`src/rtl/logic_unit_arbiter_if.sv`:
```
// rtl/logic_unit_arbiter_if.sv - requester and result handshake bundle for the shared logic unit
interface logic_unit_arbiter_if #(
  parameter int WIDTH = 32
);
  logic             r0_valid;
  logic             r0_ready;
  logic [WIDTH-1:0] r0_a;
  logic [WIDTH-1:0] r0_b;
  logic [1:0]       r0_op;

  logic             r1_valid;
  logic             r1_ready;
  logic [WIDTH-1:0] r1_a;
  logic [WIDTH-1:0] r1_b;
  logic [1:0]       r1_op;

  logic             out_valid;
  logic             out_ready;
  logic [WIDTH-1:0] out_y;
  logic             out_id;
  logic             out_zero;

  modport slave (
    input  r0_valid, r0_a, r0_b, r0_op,
    output r0_ready,
    input  r1_valid, r1_a, r1_b, r1_op,
    output r1_ready,
    output out_valid, out_y, out_id, out_zero,
    input  out_ready
  );

  modport master (
    output r0_valid, r0_a, r0_b, r0_op,
    input  r0_ready,
    output r1_valid, r1_a, r1_b, r1_op,
    input  r1_ready,
    input  out_valid, out_y, out_id, out_zero,
    output out_ready
  );
endinterface

```
`src/rtl/logic_unit_arbiter.sv`:
```
// rtl/logic_unit_arbiter.sv - round-robin shared AND/OR/XOR/NOR unit with held valid/ready result
module logic_unit_arbiter #(
  parameter int WIDTH = 32,
  parameter int CNT_W = 16
) (
  input  logic                 clk,
  input  logic                 rst,
  logic_unit_arbiter_if.slave  bus,
  output logic                 busy,
  output logic [CNT_W-1:0]     op_count0,
  output logic [CNT_W-1:0]     op_count1
);

  typedef enum logic [1:0] {
    IDLE = 2'd0,
    EXEC = 2'd1,
    DONE = 2'd2
  } state_t;

  localparam logic [CNT_W-1:0] CNT_ONE = {{(CNT_W-1){1'b0}}, 1'b1};

  state_t           state;
  logic             last_grant;
  logic             grant0;
  logic             grant1;
  logic [WIDTH-1:0] a_q;
  logic [WIDTH-1:0] b_q;
  logic [1:0]       op_q;
  logic             id_q;
  logic [WIDTH-1:0] result;
  logic             out_valid_q;
  logic [WIDTH-1:0] out_y_q;
  logic             out_id_q;
  logic             out_zero_q;

  // On contention the requester that did not win last time gets the unit.
  always_comb begin
    grant0 = bus.r0_valid & (~bus.r1_valid | last_grant);
    grant1 = bus.r1_valid & (~bus.r0_valid | ~last_grant);
  end

  assign bus.r0_ready  = (state == IDLE) & grant0;
  assign bus.r1_ready  = (state == IDLE) & grant1;
  assign bus.out_valid = out_valid_q;
  assign bus.out_y     = out_y_q;
  assign bus.out_id    = out_id_q;
  assign bus.out_zero  = out_zero_q;
  assign busy          = (state != IDLE);

  always_comb begin
    result = '0;
    case (op_q)
      2'b00:   result = a_q & b_q;
      2'b01:   result = a_q | b_q;
      2'b10:   result = a_q ^ b_q;
      default: result = ~(a_q | b_q);
    endcase
  end

  always_ff @(posedge clk or posedge rst) begin
    if (rst) begin
      state       <= IDLE;
      last_grant  <= 1'b1;
      a_q         <= '0;
      b_q         <= '0;
      op_q        <= 2'b00;
      id_q        <= 1'b0;
      out_valid_q <= 1'b0;
      out_y_q     <= '0;
      out_id_q    <= 1'b0;
      out_zero_q  <= 1'b0;
      op_count0   <= '0;
      op_count1   <= '0;
    end else begin
      case (state)
        IDLE: begin
          if (grant0) begin
            a_q   <= bus.r0_a;
            b_q   <= bus.r0_b;
            op_q  <= bus.r0_op;
            id_q  <= 1'b0;
            state <= EXEC;
          end else if (grant1) begin
            a_q   <= bus.r1_a;
            b_q   <= bus.r1_b;
            op_q  <= bus.r1_op;
            id_q  <= 1'b1;
            state <= EXEC;
          end
        end
        EXEC: begin
          out_y_q     <= result;
          out_zero_q  <= (result == '0);
          out_id_q    <= id_q;
          out_valid_q <= 1'b1;
          state       <= DONE;
        end
        DONE: begin
          // The operation only counts once the consumer has taken the result.
          if (bus.out_ready) begin
            out_valid_q <= 1'b0;
            last_grant  <= out_id_q;
            if (out_id_q) op_count1 <= op_count1 + CNT_ONE;
            else          op_count0 <= op_count0 + CNT_ONE;
            state <= IDLE;
          end
        end
        default: state <= IDLE;
      endcase
    end
  end

endmodule

```
`src/flat_wrapper.sv`:
```
// flat-port wrapper written by rule: the top's interface ports become plain ports
module logic_unit_arbiter_flat 
#(
  parameter int WIDTH = 32,
  parameter int CNT_W = 16
)
  (clk, rst, busy, op_count0, op_count1, bus_r0_valid, bus_r0_a, bus_r0_b, bus_r0_op, bus_r0_ready, bus_r1_valid, bus_r1_a, bus_r1_b, bus_r1_op, bus_r1_ready, bus_out_valid, bus_out_y, bus_out_id, bus_out_zero, bus_out_ready);
  logic_unit_arbiter_if #(.WIDTH(WIDTH)) bus_i ();
  input  logic clk;
  input  logic rst;
  output logic busy;
  output logic [CNT_W-1:0] op_count0;
  output logic [CNT_W-1:0] op_count1;
  input wire logic [$bits(bus_i.r0_valid)-1:0] bus_r0_valid;
  input wire logic [$bits(bus_i.r0_a)-1:0] bus_r0_a;
  input wire logic [$bits(bus_i.r0_b)-1:0] bus_r0_b;
  input wire logic [$bits(bus_i.r0_op)-1:0] bus_r0_op;
  output wire logic [$bits(bus_i.r0_ready)-1:0] bus_r0_ready;
  input wire logic [$bits(bus_i.r1_valid)-1:0] bus_r1_valid;
  input wire logic [$bits(bus_i.r1_a)-1:0] bus_r1_a;
  input wire logic [$bits(bus_i.r1_b)-1:0] bus_r1_b;
  input wire logic [$bits(bus_i.r1_op)-1:0] bus_r1_op;
  output wire logic [$bits(bus_i.r1_ready)-1:0] bus_r1_ready;
  output wire logic [$bits(bus_i.out_valid)-1:0] bus_out_valid;
  output wire logic [$bits(bus_i.out_y)-1:0] bus_out_y;
  output wire logic [$bits(bus_i.out_id)-1:0] bus_out_id;
  output wire logic [$bits(bus_i.out_zero)-1:0] bus_out_zero;
  input wire logic [$bits(bus_i.out_ready)-1:0] bus_out_ready;
  assign bus_i.r0_valid = bus_r0_valid;
  assign bus_i.r0_a = bus_r0_a;
  assign bus_i.r0_b = bus_r0_b;
  assign bus_i.r0_op = bus_r0_op;
  assign bus_r0_ready = bus_i.r0_ready;
  assign bus_i.r1_valid = bus_r1_valid;
  assign bus_i.r1_a = bus_r1_a;
  assign bus_i.r1_b = bus_r1_b;
  assign bus_i.r1_op = bus_r1_op;
  assign bus_r1_ready = bus_i.r1_ready;
  assign bus_out_valid = bus_i.out_valid;
  assign bus_out_y = bus_i.out_y;
  assign bus_out_id = bus_i.out_id;
  assign bus_out_zero = bus_i.out_zero;
  assign bus_i.out_ready = bus_out_ready;
  logic_unit_arbiter #(.WIDTH(WIDTH), .CNT_W(CNT_W)) u_core (.clk(clk), .rst(rst), .bus(bus_i), .busy(busy), .op_count0(op_count0), .op_count1(op_count1));
endmodule
```
`config.mk`:
```
export PLATFORM = sky130hd
export DESIGN_NAME = logic_unit_arbiter_flat
export DESIGN_NICKNAME = d
export VERILOG_FILES = /design/src/rtl/logic_unit_arbiter_if.sv /design/src/rtl/logic_unit_arbiter.sv /design/src/flat_wrapper.sv
export SDC_FILE = /design/constraint.sdc
export NUM_CORES = 1
export LEC_CHECK = 0
export CAP_MARGIN = 20
export CORE_ASPECT_RATIO = 0.75
export CORE_MARGIN = 2
export CORE_UTILIZATION = 54
export CTS_CLUSTER_DIAMETER = 100
export DETAILED_ROUTE_END_ITERATION = 12
export GPL_ROUTABILITY_DRIVEN = 0
export MAX_ROUTING_LAYER = met4
export PLACE_DENSITY = 0.87
export SETUP_SLACK_MARGIN = 0.2
export SKIP_CTS_REPAIR_TIMING = 1
export SLEW_MARGIN = 20
export SYNTH_ARGS = -nofsm -noshare
export SYNTH_HDL_FRONTEND = slang
export SYNTH_SLANG_ARGS = --single-unit
```
`constraint.sdc`:
```
create_clock -name clk -period 9.62 [get_ports clk]
set_input_delay 1.924 -clock clk [delete_from_list [all_inputs] [get_ports clk]]
set_output_delay 1.924 -clock clk [all_outputs]
set_load 0.05 [all_outputs]
```
=== Yosys cells after proc, flatten, opt, wreduce, memory -nomap -nowiden ===
Index checks and enable logic that the tools add are counted.
W data, S select, Z words.

* Register bits: 137
* Latch bits: 0
* Bits in writable memories: 0
* ROM bits: 0
* Input port bits: 137
* Output and inout port bits: 70
* Word-level logic and storage cells: 61
* Memories kept: 0

* Add/sub/neg operators: 2
* Multipliers: 0
* Div/mod/pow operators: 0
* Order comparisons: 0
* Equality and inequality tests: 6
* Shifts and indexed selects: 0
* Multiplexer cells: 15
* Bitwise operators: 14
* Reduce and logical (&&, ||, !) cells: 12

{| class="wikitable"
|+ Operator list
! operator !! number
|-
| $mux W32 || 4
|-
| $pmux W32 S3 || 1
|-
| $add A16 B1 Y16 const B || 2
|-
| $and A32 B32 Y32 || 1
|-
| $logic_not A32 Y1 || 1
|-
| $not A32 Y32 || 1
|-
| $or A32 B32 Y32 || 1
|-
| $xor A32 B32 Y32 || 1
|-
| $mux W2 || 5
|-
| $reduce_and A2 Y1 || 4
|-
| $pmux W2 S3 || 1
|-
| $reduce_and A3 Y1 || 2
|-
| $reduce_bool A2 Y1 || 3
|-
| $and A1 B1 Y1 || 4
|-
| $eq A2 B1 Y1 const B || 2
|-
| $eq A2 B2 Y1 const B || 2
|-
| $logic_not A2 Y1 || 2
|-
| $not A1 Y1 || 4
|-
| $mux W1 || 3
|-
| $ne A3 B1 Y1 const B || 1
|-
| $ne A2 B2 Y1 const B || 1
|-
| $or A1 B1 Y1 || 2
|-
| $pmux W1 S2 || 1
|}

=== Longest topological paths before layout ===
* Word-level depth: 6
* Mapped depth: 7
* Depth with buffers taken out: 7

=== Least setup slack after synthesis ===
OpenSTA, ideal clock, no wires.

* Path kind: input port to output port
* Start point: in bus_r0_valid
* End point: out bus_r1_ready
* Arrival: 3.180 ns
* Data required time: 7.696 ns
* Path slack: 4.516 ns
* Stages on the path: 1
* Path buffers: 0
* Path through: a211oi_1

* Cells in the longest elaborated chain, start to end: 4

{| class="wikitable"
|+ Ends and longest elaborated chain
! what !! line !! source
|-
| start: declaration || flat_wrapper.sv:14 || <nowiki>input wire logic [$bits(bus_i.r0_valid)-1:0] bus_r0_valid;</nowiki>
|-
| $not A1 Y1 || logic_unit_arbiter.sv:39 || <nowiki>grant1 = bus.r1_valid & (~bus.r0_valid | ~last_grant);</nowiki>
|-
| $or A1 B1 Y1 || logic_unit_arbiter.sv:39 ||
|-
| $and A1 B1 Y1 || logic_unit_arbiter.sv:39 ||
|-
| $and A1 B1 Y1 || logic_unit_arbiter.sv:43 || <nowiki>assign bus.r1_ready = (state == IDLE) & grant1;</nowiki>
|-
| end: declaration || flat_wrapper.sv:23 || <nowiki>output wire logic [$bits(bus_i.r1_ready)-1:0] bus_r1_ready;</nowiki>
|}

Every way passes these cells.

=== Worst setup path in the final report ===
* Start point: in bus_r1_valid
* End point: out bus_r0_ready

* Cells in the longest elaborated chain, start to end: 4

{| class="wikitable"
|+ Ends and longest elaborated chain
! what !! line !! source
|-
| start: declaration || flat_wrapper.sv:19 || <nowiki>input wire logic [$bits(bus_i.r1_valid)-1:0] bus_r1_valid;</nowiki>
|-
| $not A1 Y1 || logic_unit_arbiter.sv:38 || <nowiki>grant0 = bus.r0_valid & (~bus.r1_valid | last_grant);</nowiki>
|-
| $or A1 B1 Y1 || logic_unit_arbiter.sv:38 ||
|-
| $and A1 B1 Y1 || logic_unit_arbiter.sv:38 ||
|-
| $and A1 B1 Y1 || logic_unit_arbiter.sv:42 || <nowiki>assign bus.r0_ready = (state == IDLE) & grant0;</nowiki>
|-
| end: declaration || flat_wrapper.sv:18 || <nowiki>output wire logic [$bits(bus_i.r0_ready)-1:0] bus_r0_ready;</nowiki>
|}

Every way passes these cells.

==> run metrics <==
CP Class input pin to output port; synth unique cells 41; Core Footprint 14450 um^2; first-pass detailed-route iteration total 4; DR vias 6028; crit-path max cell delay 0.72 ns; max cap viols 0; Die ar. 15770 um^2; CTS sink cnt 137; startpoint of the worst hold path u_core.bus.out_zero; Tot Pwr 3461 uW; commonest non-fill, non-tap cell in the layout clkdlybuf4s50_1; cell count after synthesis 764; dpl cell area 10150 um^2; CTS max path bufs 2; leak pwr 0.005199 uW; commonest cells after routing, fill and taps aside clkdlybuf4s50_1, dfrtp_1, mux2i_1; first-pass GRT wire length 30480 um; R2R Setup Slk 6.86 ns; Crit path max-delay family buffers and inverters; global route total overflow 0; FF-to-FF End u_core.bus.out_zero; DRC viols 0; vias in the first global route 6205; # IOs 207; TritonCTS Buffers 17; Clock Skews 0.01237 ns; RSZ-0062 raised after global routing no; Area growth, synth to finish 34.76%; CP Data Required Time 7.70 ns; Synth top area share 42.67%; startpoint types input pin; Critical Path Stages 6; final slew viol count 0; Reg power frac 31.6%; drt total wl 18700 um; switching share of power 43.69%; Yosys top cell by area dfrtp_1; syn_nets 967; clock power share 19.1%; crit path buf inv count 4; met3 wire len 1180 um; Clk pin slew, worst setup/hold paths 0.06 ns; Die W 144.3 um; crit-path most repeated cell clkdlybuf4s50_1; Power Density 322.0 nW/um^2; Tot GR Track Use 25.94%; Seq/Total Area, Yosys 43.00%; share of cells above drive strength 1 7.438%; FF-to-FF path depth 5; initial antenna violation count 0; yosys warns 0; Worst-Skew Late Latency 0.42 ns; Worst Setup EP bus_r0_ready; final worst-path cycle share 60.71%; Max-slew headroom 27.01%; syn_area_per_cell 10.44 um^2; Worst EP arrival 3.92 ns; Min-Delay Path Class register to register; Comb power frac 49.2%; Final Cell Area 10750 um^2; final setup TNS 0 ns; CTS tree yes; FF+latch count, synth 137; post-synthesis cell area 7976 um^2; status complete, no violations; Root Buffer clkbuf_16; Pint 1949 uW; drt initial violations 409; Fillers 1064; Starting Density 55.19%; Vias per Instance 5.161; Psw 1512 uW; max frequency 171.2 MHz; DP HPWL 13000 um; crit-path max FO 25; wire length per cell 16.01 um; Post-DRT Antenna Nets 0; die height 109.3 um; final setup violation count 0; Hold Vio Cnt, Final 0; largest cells by area after synthesis dfrtp_1, mux2i_1, ha_1, nand2_1, o21ai_0; IO buf count 206; met2 wire length 9100 um; metal1 wirelength 8072 um; Worst Hold Margin 0.4811 ns; Top Layer Used met4; Antenna Cells 0; critical path, cell by cell clkdlybuf4s50_1 > inv_1 > o21ai_4 > buf_4 > nor2_1 > clkdlybuf4s50_1; FF-to-FF Start u_core.op_q[1]; Worst Setup End Kind output port; final net count 1158; fin crit period 5.840 ns; largest net degree at the start of global routing 134; Slew @ Worst Pin 1.095 ns; crit path max-delay cell type clkdlybuf4s50_1; H-tree Lvls 4; Worst VDD drop 0.2027 mV; Cell Rows 38; Critical Path Start bus_r1_valid
[power by group through the flow]
stage / combinational (uW) / sequential [uW] / clock (uW)
2_1_floorplan: 1040 / 1240 / 0
3_3_place_gp: 1630 / 1080 / 0
3_5_place_dp: 1700 / 1100 / 0
4_1_cts: 1730 / 1100 / 669
5_1_grt: 1890 / 1130 / 691
6_report: 1700 / 1090 / 662
[worst min-delay path, stage by stage, from the launching register on]
cell	delay (ns)
dfrtp_1	0.34
nand2_1	0.05
o31ai_1	0.05
[state kept, by name, indices dropped and copies added (netlist names)]
signal / flops
u_core.bus.out_valid: 1
u_core.last_grant: 1
u_core.a_q: 32
u_core.op_count0: 16
u_core.bus.out_zero: 1
u_core.bus.out_y: 32
u_core.b_q: 32
u_core.op_count1: 16
u_core.bus.out_id: 1
u_core.id_q: 1
u_core.op_q: 2
u_core.state: 2
[how the worst min path moves through the flow]
stage,cells past startpoint,slack [ns],endpoint
after floorplan,2,0.46,u_core.id_q
after global placement,1,0.46,u_core.op_count0[15]
after detailed placement,1,0.46,u_core.op_count0[15]
after CTS,1,0.48,u_core.op_count1[15]
after global routing,2,0.50,u_core.bus.out_zero
final,2,0.48,u_core.bus.out_zero
[per-layer routing]
metal	track usage [%]	vias to the layer above
li1	-	2957
met1	32.49	2863
met2	41.94	183
met3	5.446	25
met4	9.501	0
met5	-	-
[cell usage after synthesis]
cell type / instances
mux2i_1: 123
nand2_1: 99
and3_1: 2
a2111oi_0: 1
a211oi_1: 1
clkbuf_1: 13
a41o_1: 3
nor3_1: 1
ha_1: 66
xor2_1: 36
nor3_2: 1
a21o_1: 1
dfstp_2: 1
dfrtp_1: 136
nor2_1: 13
o21ai_1: 2
o21ai_0: 73
mux2_2: 27
nor4_2: 1
nand4bb_2: 1
o31ai_1: 1
nand3_1: 8
a21boi_0: 1
nand3b_1: 1
buf_6: 4
clkinv_1: 1
and4b_1: 1
buf_4: 4
and2_1: 3
and4bb_2: 1
nor4_1: 4
o22a_1: 1
nand2b_1: 2
inv_1: 70
xnor2_1: 26
nand4_1: 13
a21oi_1: 3
buf_1: 3
a2111oi_1: 1
and4_1: 1
buf_2: 14
[through the flow]
step	util, %	instances	worst slack [ns]
after floorplan	-	764	4.030
after global placement	70.21	1136	3.823
after detailed placement	70.21	1136	3.768
after CTS	74.34	1168	3.768
after global routing	74.37	1168	3.660
final	74.37	1168	3.780
[final cells by class]
class / instances / area (um^2) / area share, %
multi-input cells: 518 / 4100 / 38.14
well taps: 200 / 250.2 / 2.328
clock buffers: 20 / 446.7 / 4.155
repair buffers: 210 / 2096 / 19.50
clock inverters: 12 / 150.1 / 1.397
inverters: 71 / 271.5 / 2.526
flip-flops and latches: 137 / 3435 / 31.95
[kinds of logic (layout without fill, tap and decap cells)]
group | Yosys count | after routing | share of synthesized area (%)
simple gates | 152 | 152 | 8.690
buf+inv | 109 | 313 | 5.914
xor+xnor | 62 | 62 | 6.808
fa+ha+maj | 66 | 66 | 10.35
compound gates | 88 | 88 | 5.992
flops | 137 | 137 | 43.00
mux | 150 | 150 | 19.25
No activity file was read; power rests on OpenSTA's default activity.
==> RTL edit, RTL diff (config.mk and constraints unchanged) <==
Put one more register stage on the output `op_count1`, with the module's reset. The value now appears one clock later. The other outputs are not delayed to match.
--- a/src/rtl/logic_unit_arbiter.sv
+++ b/src/rtl/logic_unit_arbiter.sv
@@ -20,2 +20,4 @@
   localparam logic [CNT_W-1:0] CNT_ONE = {{(CNT_W-1){1'b0}}, 1'b1};
+
+  logic [CNT_W-1:0] op_count1_s0;
 
@@ -72,3 +74,3 @@
       op_count0   <= '0;
-      op_count1   <= '0;
+      op_count1_s0 <= '0;
     end else begin
@@ -102,3 +104,3 @@
             last_grant  <= out_id_q;
-            if (out_id_q) op_count1 <= op_count1 + CNT_ONE;
+            if (out_id_q) op_count1_s0 <= op_count1_s0 + CNT_ONE;
             else          op_count0 <= op_count0 + CNT_ONE;
@@ -112,2 +114,10 @@
 
+  always_ff @(posedge clk or posedge rst) begin
+    if (rst) begin
+      op_count1 <= '0;
+    end else begin
+      op_count1 <= op_count1_s0;
+    end
+  end
+
 endmodule
Check against the original RTL: not equivalent (a bounded check fails within 4 cycles, from zero or initial values and one cycle with rst high).
==> RTL edit against the original RTL <==
Routed wire length is 5.0% higher. Setup slack better by 0.24 ns. Area after synthesis up 4.9%. Cell area up 3.6%. Sequential cell count up 16. Global-route usage down 0.30 points. Count of clock-buffer cells in the layout grew 6. Power rose by 2.1%. Critical path type unchanged. Maximum frequency grew 4.3%. Die area up 4.8%.
==> RTL edit: results (changes against the original RTL) <==
** Critical path
- Critical path's largest stage delay :: 0.86 ns (+0.14 ns)
- The worst path arrival time was 3.67 ns (-0.25 ns).
- Kind of cell with the highest combined delay on the critical path :: buffers and inverters
- Worst-path maximum fanout :: 2 (-92%)

** Power
- The combinational group share of total power was 0.480 (-0.012).
- The leakage power of the design is 5.45 nW (+4.8%).
- Clk pwr share :: 0.189 (-0.002)
- Peak supply drop :: 155 µV (-24%)
- The switching share of power is 0.430 (-0.00731).

** Routing
- Vias :: 6,235 (+3.4%)
- The overall routed net length was 19,600 µm (+5.0%).
- The number of DRC violations after detailed-routing iteration 0 is 321 (-22%).
- The met3 wire length is 1150 µm (-2.2%).
- The number of iterations in the first detailed-routing pass is 7 (+3).
- Routed met2 length :: 9640 µm (+6.0%)
- M1 WL :: 8400 µm (+4.0%)

** Global routing
- The global routing stage identified its most utilized layer as met2.
- The via count of the first global-routing pass came to 6,568 (+5.9%).
- The met2 routing resource usage after global routing is 0.418 (-0.00145).
- Wire length of the first global-routing pass :: 32,300 µm (+6.1%)
- The fraction of met3 tracks used by global routing came to 0.0635 (+0.00907).
- The global-route met1 utilization is 0.309 (-0.0157).
- All-Layer GR Usage :: 0.256 (-0.00305)

** Placement
- Estimated wirelength of the detail-placed design :: 13,700 µm (+5.2%)
- The cell area after placement is 10,600 µm² (+4.0%).
- Buffers on Ports :: 206 (unchanged)

** Clocking
- The clock insertion delay at the later pin of the skew report was 0.42 ns (about the same).

** Layout
- Number of fillers in the final layout :: 1,066 (+0.19%)
- Share of post-route cells with drive strength above 1 :: 0.0682 (-0.00622)
- The final cell count without fillers was 1,188 (+1.7%).

** Yosys
- The average instance area after synthesis was 10.7 µm² (+2.8%).
- The total number of yosys warnings was 0 (unchanged).
- The synthesized net count is 983 (+1.7%).
- Proportion of register bits with asynchronous set or reset after synthesis :: 1.00 (unchanged)
- Most instantiated cells after synthesis :: 152 x dfrtp_1, 122 x mux2i_1, 97 x nand2_1
- Leading post-synthesis cells by cell area :: dfrtp_1 45%, mux2i_1 15%, ha_1 9.9%, o21ai_0 4.5%, nand2_1 4.4%
- The unique cell type count in the Yosys netlist is 38 (-7.3%).
- Seq/Total Area, Yosys :: 0.458 (+0.0277)

** Worst hold path
- The cell depth of the worst min-delay path was 0 (-2).

** STA
- The worst clock skew came to 0.00897 ns (-0.00340 ns).
- Measured slew at the worst slew-check pin :: 1.11 ns (+0.0149 ns)
- The final-layout setup total negative slack is 0 ns (unchanged).

** Run status
- The flow ran to the end, and the final reports show no timing, DRC or antenna violations.
==> RTL edit: cell types whose count changed in the layout (fill, tap and decap cells not counted), moves of 2 or more <==
cell,change
a21oi_1,-3
and3_1,+3
clkbuf_1,+3
clkbuf_8,+3
clkinv_2,-2
clkinv_4,-2
clkinvlp_4,-2
dfrtp_1,+16
nand2_1,-2
nor2_1,-5
o21ai_0,+3
==> RTL edit: per-stage QoR <==
step	util	hold slack, ns	total power [mW]	setup WS, ns
global route	0.734	0.435	3.78	4.01
finish	0.734	0.419	3.53	4.02
CTS	0.734	0.416	3.56	4.04
detailed placement	0.695	0.403	2.87	4.04
floorplan	-	0.373	2.35	3.58
global placement	0.695	0.389	2.78	4.09
==> RTL edit: logic make-up after synthesis <==
group / Yosys count / share of synthesized area
AOI/OAI and AO/OA: 91 / 0.0600
xor gates and xnor gates: 62 / 0.0649
adders and majority gates: 66 / 0.0987
buffers and inverters: 111 / 0.0570
DFF: 153 / 0.458
muxes: 148 / 0.181
and+or+nand+nor: 149 / 0.0810
==> RTL edit: worst paths after layout <==
| path | to | slack, ns | from |
|---|---|---|---|
| max reg2reg | u_core.bus.out_zero | 6.67 | u_core.op_q[1] |
| min | u_core.op_count1[15] | 0.42 | u_core.op_count1_s0[15] |
| max in group asynchronous | u_core.op_q[1] | 6.12 | rst |
| min in group asynchronous | u_core.op_count1[14] | 2.02 | rst |
| min reg2reg | u_core.op_count1[15] | 0.42 | u_core.op_count1_s0[15] |
| max | bus_r1_ready | 4.02 | bus_r1_valid |
==> RTL edit: final cells by class <==
class	count	area share
Timing Repair Buffer	211	0.189
Tap cell	205	0.0230
Sequential cell	153	0.344
Clock inverter	6	0.00775
Clock buffer	26	0.0448
Inverter	71	0.0244
Multi-Input combinational cell	516	0.367
